## src/rtl/sal_ref_gen.sv

```systemverilog
// ----------------------------------------------------------------------------
// sal_ref_gen
//
// Per-bank auto-refresh request generator. A tREFI down-counter produces one
// refresh obligation ("tick") per period. Owed refreshes accumulate in a debt
// counter. The request is raised lazily while the bank is idle. Once the debt
// reaches URGENT_THRESH, the request is forced and held until it is granted.
// The debt saturates at MAX_POSTPONE. A tick that arrives at saturation
// without a grant sets a sticky overflow flag.
//
// Ports
//   clk            clock
//   rst_n          synchronous, active-low reset
//   enable_i       refresh timer enable (low during init / self-refresh)
//   t_refi_m1_i    tREFI-1 in clk cycles, sampled at every timer reload
//   idle_i         bank has no pending request of its own
//   ref_req_o      refresh request to the bank controller
//   ref_gnt_i      refresh issued this cycle by the bank controller
//   ref_urgent_o   debt >= URGENT_THRESH (registered)
//   debt_o         current owed refresh count (registered)
//   overflow_o     sticky: a refresh obligation was lost at saturation
// ----------------------------------------------------------------------------
module sal_ref_gen #(
  parameter int REFI_WIDTH    = 16,
  parameter int DEBT_WIDTH    = 4,
  parameter int MAX_POSTPONE  = 8,
  parameter int URGENT_THRESH = 4
) (
  input  logic                  clk,
  input  logic                  rst_n,
  input  logic                  enable_i,
  input  logic [REFI_WIDTH-1:0] t_refi_m1_i,
  input  logic                  idle_i,
  output logic                  ref_req_o,
  input  logic                  ref_gnt_i,
  output logic                  ref_urgent_o,
  output logic [DEBT_WIDTH-1:0] debt_o,
  output logic                  overflow_o
);

  typedef enum logic [1:0] {
    S_IDLE    = 2'd0,
    S_PENDING = 2'd1,
    S_URGENT  = 2'd2
  } state_t;

  localparam logic [DEBT_WIDTH-1:0] MAX_DEBT = DEBT_WIDTH'(MAX_POSTPONE);
  localparam logic [DEBT_WIDTH-1:0] URG_DEBT = DEBT_WIDTH'(URGENT_THRESH);
  localparam logic [DEBT_WIDTH-1:0] ONE      = DEBT_WIDTH'(1);

  logic [REFI_WIDTH-1:0] cnt;
  logic [DEBT_WIDTH-1:0] debt;
  logic [DEBT_WIDTH-1:0] debt_nxt;
  state_t                state;
  state_t                state_nxt;
  logic                  urgent;
  logic                  overflow;
  logic                  ovf_set;
  logic                  tick;
  logic                  acc;

  // One obligation per period. The tick fires in the cycle that sees cnt == 0,
  // so the period is t_refi_m1_i + 1 enabled cycles.
  assign tick = enable_i && (cnt == '0);

  // A grant counts only when a request was actually presented. This keeps the
  // debt from underflowing on a stray grant.
  assign acc = ref_gnt_i && ref_req_o;

  // Only output with a combinational input path. In PENDING the request
  // follows idle_i and may drop. In URGENT it holds regardless of idle_i.
  assign ref_req_o = (state == S_URGENT) || ((state == S_PENDING) && idle_i);

  // NOTE: always_comb assigns every output a default first, so no path through
  // the if/else can leave a signal unassigned and infer a latch.
  always_comb begin
    debt_nxt = debt;
    ovf_set  = 1'b0;
    if (tick && !acc) begin
      if (debt == MAX_DEBT) begin
        ovf_set = 1'b1;
      end else begin
        debt_nxt = debt + ONE;
      end
    end else if (!tick && acc) begin
      debt_nxt = debt - ONE;
    end
    // When a tick and an accepted grant coincide, the debt stays unchanged.
  end

  // The state is a pure function of the debt. Deriving it from the next debt
  // keeps the state register and the debt register in lockstep.
  always_comb begin
    if (debt_nxt == '0) begin
      state_nxt = S_IDLE;
    end else if (debt_nxt >= URG_DEBT) begin
      state_nxt = S_URGENT;
    end else begin
      state_nxt = S_PENDING;
    end
  end

  // NOTE: sequential state uses non-blocking assignments, so every register
  // samples pre-edge values and the order of statements does not matter.
  always_ff @(posedge clk) begin
    if (!rst_n) begin
      cnt      <= t_refi_m1_i;
      debt     <= '0;
      state    <= S_IDLE;
      urgent   <= 1'b0;
      overflow <= 1'b0;
    end else begin
      // Disable reloads the counter, so re-enabling starts a full period.
      if (!enable_i || (cnt == '0)) begin
        cnt <= t_refi_m1_i;
      end else begin
        cnt <= cnt - 1'b1;
      end
      debt   <= debt_nxt;
      state  <= state_nxt;
      urgent <= (state_nxt == S_URGENT);
      if (ovf_set) begin
        overflow <= 1'b1;
      end
    end
  end

  assign ref_urgent_o = urgent;
  assign debt_o       = debt;
  assign overflow_o   = overflow;

endmodule

```

## config.mk

```make
export PLATFORM = sky130hd
export DESIGN_NAME = sal_ref_gen
export DESIGN_NICKNAME = d
export VERILOG_FILES = /design/src/rtl/sal_ref_gen.sv
export SDC_FILE = /design/constraint.sdc
export NUM_CORES = 1
export LEC_CHECK = 0
export CAP_MARGIN = 20
export CORE_MARGIN = 10
export CORE_UTILIZATION = 40
export DETAILED_ROUTE_END_ITERATION = 8
export GPL_TIMING_DRIVEN = 0
export PLACE_DENSITY = 0.77
export REMOVE_ABC_BUFFERS = 1
export SYNTH_ARGS = -nofsm -noshare
export SYNTH_HDL_FRONTEND = slang
export SYNTH_SLANG_ARGS = --single-unit
```

## constraint.sdc

```tcl
create_clock -name clk -period 5.65 [get_ports clk]
set_clock_uncertainty 0.15 [all_clocks]
set_input_delay 1.13 -clock clk [delete_from_list [all_inputs] [get_ports clk]]
set_output_delay 1.13 -clock clk [all_outputs]
set_load 0.05 [all_outputs]
```

==> run metrics <==
outcome completed; std cell rows 19; Hold EP overflow_o$_SDFFE_PN0P_; DR WL/cell 12.83 microns; number of flops mapped to enable cells by yosys 0; Die Y 74.49 microns; drt initial violations 29; Worst VDD drop 0.0001638 V; FFs w/ async S/R, synth 0; Arr. time, crit path 2.67 ns; max incr delay on CP 0.70 ns; R2R depth 7; hold path start overflow_o$_SDFFE_PN0P_; GRT Residual Overflow 0; crit path kind primary input to output pin; combinational power share 0.445; WL final 2477 microns; setup TNS 0 ns; routability cong. 0.7783; Setup Buffers After CTS 0; CTS Root Cell clkbuf_4; I/O pin count 28; relative slew slack 0.6595; CP Max Fanout 2; most common cell after layout, fill and taps aside clkdlybuf4s50_1; post-cts sizing count 0; post-synth top area cell dfxtp_1; Synth top area share 0.3878; Setup crit end kind output pin; Fin. Hold Viols 0; vias in the first global route 1030; synth top area cells dfxtp_1 39%, nor2_1 7.9%, xnor2_1 7.4%; P_sw 207.6 uW; Data required, critical path 4.37 ns; crit path launch type primary input; most used cell, CP clkdlybuf4s50_1; Num CTS Buffers 3; filler cell count 274; fin cells 193; Seq/Total Area, Yosys 0.3878; busiest grt layer met2; flop-to-flop setup slack 3.37 ns; YS warnings 0; clock-pin slew on the worst setup and hold paths 0.12 ns; Worst R2R End cnt[0]$_DFF_P_; total power 522.4 uW; clk buf depth 2; IO Port Bufs 27; core area 0.002805 sq mm; routing usage on met3 0.03191; HP Class flip-flop to flip-flop; FF-to-FF Start cnt[0]$_DFF_P_; most frequent cells in the layout 27 x clkdlybuf4s50_1, 25 x nor2_1, 23 x dfxtp_1, 12 x a21oi_1, 10 x xnor2_1; Clk pwr share 0.141; mapped cell area 0.001187 sq mm; first-pass GRT wire length 4264 microns; met2 Track Usage GR 0.1768; Pins Over Slew Limit 0; switch share 0.3974; GR Layer Usage met1 0.09778; CTS tree built; Seq cells post-synth 23; Syn Inst Count 134; CP delay by family, top buffers and inverters; post-route DRC violation count 0; crit-path cells clkdlybuf4s50_1, and3b_1, or2_2, clkdlybuf4s50_1; highest clock rate 253.1 MHz; Die ar. 0.005548 sq mm; Clock Latency Late Sink 0.30 ns; Layout Nets 187; DP Cell Count 189; DR pass1 iterations 4; fin crit period 3.951 ns; Mean Syn Cell Area 8.861 sq um; vias per cell 5.218; H-tree depth 1; Starting Density 0.4233; actual slew at the worst max-slew pin 0.5092 ns; ANT cells 0; area grow syn2layout 28.03%; Hold Crit Depth 2; CP startpoint idle_i; share of layout cells above drive strength 1 0.1235; slowest cell on the critical path clkdlybuf4s50_1; Post-synth top flop dfxtp_1; static leakage 0.0005716 uW; Die W 74.49 microns; hold-fix buffers at CTS 0; Flop pwr share 0.414; MaxCap Viol Count 0; RSZ-0062 raised after global routing no; initial antenna violation count 0; Total GRT Usage 0.09360; clock sinks 23; Post-DP HPWL 2092 microns; Routed Antenna Nets 0; Finish-stage setup viols 0; worst path bufs/invs 2; Power per Cell Area 343.6 mW/mm^2; count of unique library cells instantiated by Yosys 41; routed vias 1007; cell internal pwr 314.8 uW; largest net degree at the start of global routing 23; Tcrit/Tclk final 0.6993
-- area by class of cell --
class / count / area, sq um / area share
clock buffers: 3 / 22.52 / 0.01481
clock inverters: 1 / 5.005 / 0.003292
inverters: 6 / 22.52 / 0.01481
multi-input cells: 101 / 685.7 / 0.4510
flip-flops and latches: 23 / 460.4 / 0.3029
well taps: 31 / 38.79 / 0.02551
repair buffers: 28 / 285.3 / 0.1877
-- power by group through the flow --
stage               registers [uW]  clock network [uW]  logic (uW)
floorplan                      258                   0         122
global placement               217                   0         225
detailed placement             220                   0         233
CTS                            216                76.9         235
global route                   222                82.1         248
finish                         216                73.6         232
-- worst max-delay path by stage --
stage | depth (start not counted) | to | slack, ns
after floorplan | 3 | cnt[0]$_DFF_P_ | 2.65
after global placement | 4 | ref_req_o | 1.70
after detailed placement | 4 | ref_req_o | 1.69
after CTS | 4 | ref_req_o | 1.69
after global routing | 4 | ref_req_o | 1.67
final | 4 | ref_req_o | 1.70
-- through the flow --
stage	area (sq um)	setup slack, ns	utilization	hold WS, ns
2_1_floorplan	1165	2.647	-	0.3199
3_3_place_gp	1474	1.697	0.5254	0.3274
3_5_place_dp	1493	1.691	0.5321	0.3391
4_1_cts	1520	1.688	0.5419	0.3668
5_1_grt	1520	1.671	0.5419	0.4001
6_report	1520	1.699	0.5419	0.3694
-- worst reg2reg max path: stages, from the launching register on --
cell	delay [ns]
dfxtp_1	0.38
inv_1	0.08
ha_1	0.24
nor4b_4	0.15
and3_2	0.24
a21oi_2	0.37
buf_8	0.23
mux2_2	0.34
-- metal layers --
| layer | wire, microns | vias to the layer above |
|---|---|---|
| met4 | 0 | 0 |
| met5 | 0 | - |
| met2 | 1256 | 24 |
| met1 | 1070 | 458 |
| met3 | 151 | 0 |
| li1 | - | 525 |
-- cells in the mapped netlist, types with 2 or more instances --
master    count
dfxtp_1      23
clkbuf_1      3
o41ai_1       2
nor2_1       25
inv_1         6
xnor2_1      10
a21oi_1      13
a31oi_1       3
xor2_1        3
o21a_1        2
nor3_1        5
ha_1          3
and2_1        3
nand2_1       6
-- cell families after synthesis --
group / count (synthesis) / synth area share
simple gates: 54 / 0.2624
compound gates: 29 / 0.1665
flops: 23 / 0.3878
xor+xnor: 13 / 0.09589
buf+inv: 10 / 0.03793
fa+ha+maj: 3 / 0.03162
mux: 2 / 0.01791
-- sequential cells by signal, summed over array words and instances (netlist names) --
| signal | flops |
|---|---|
| cnt | 16 |
| debt_o | 4 |
| state | 2 |
| overflow_o | 1 |
No activity file was read; power rests on OpenSTA's default activity.
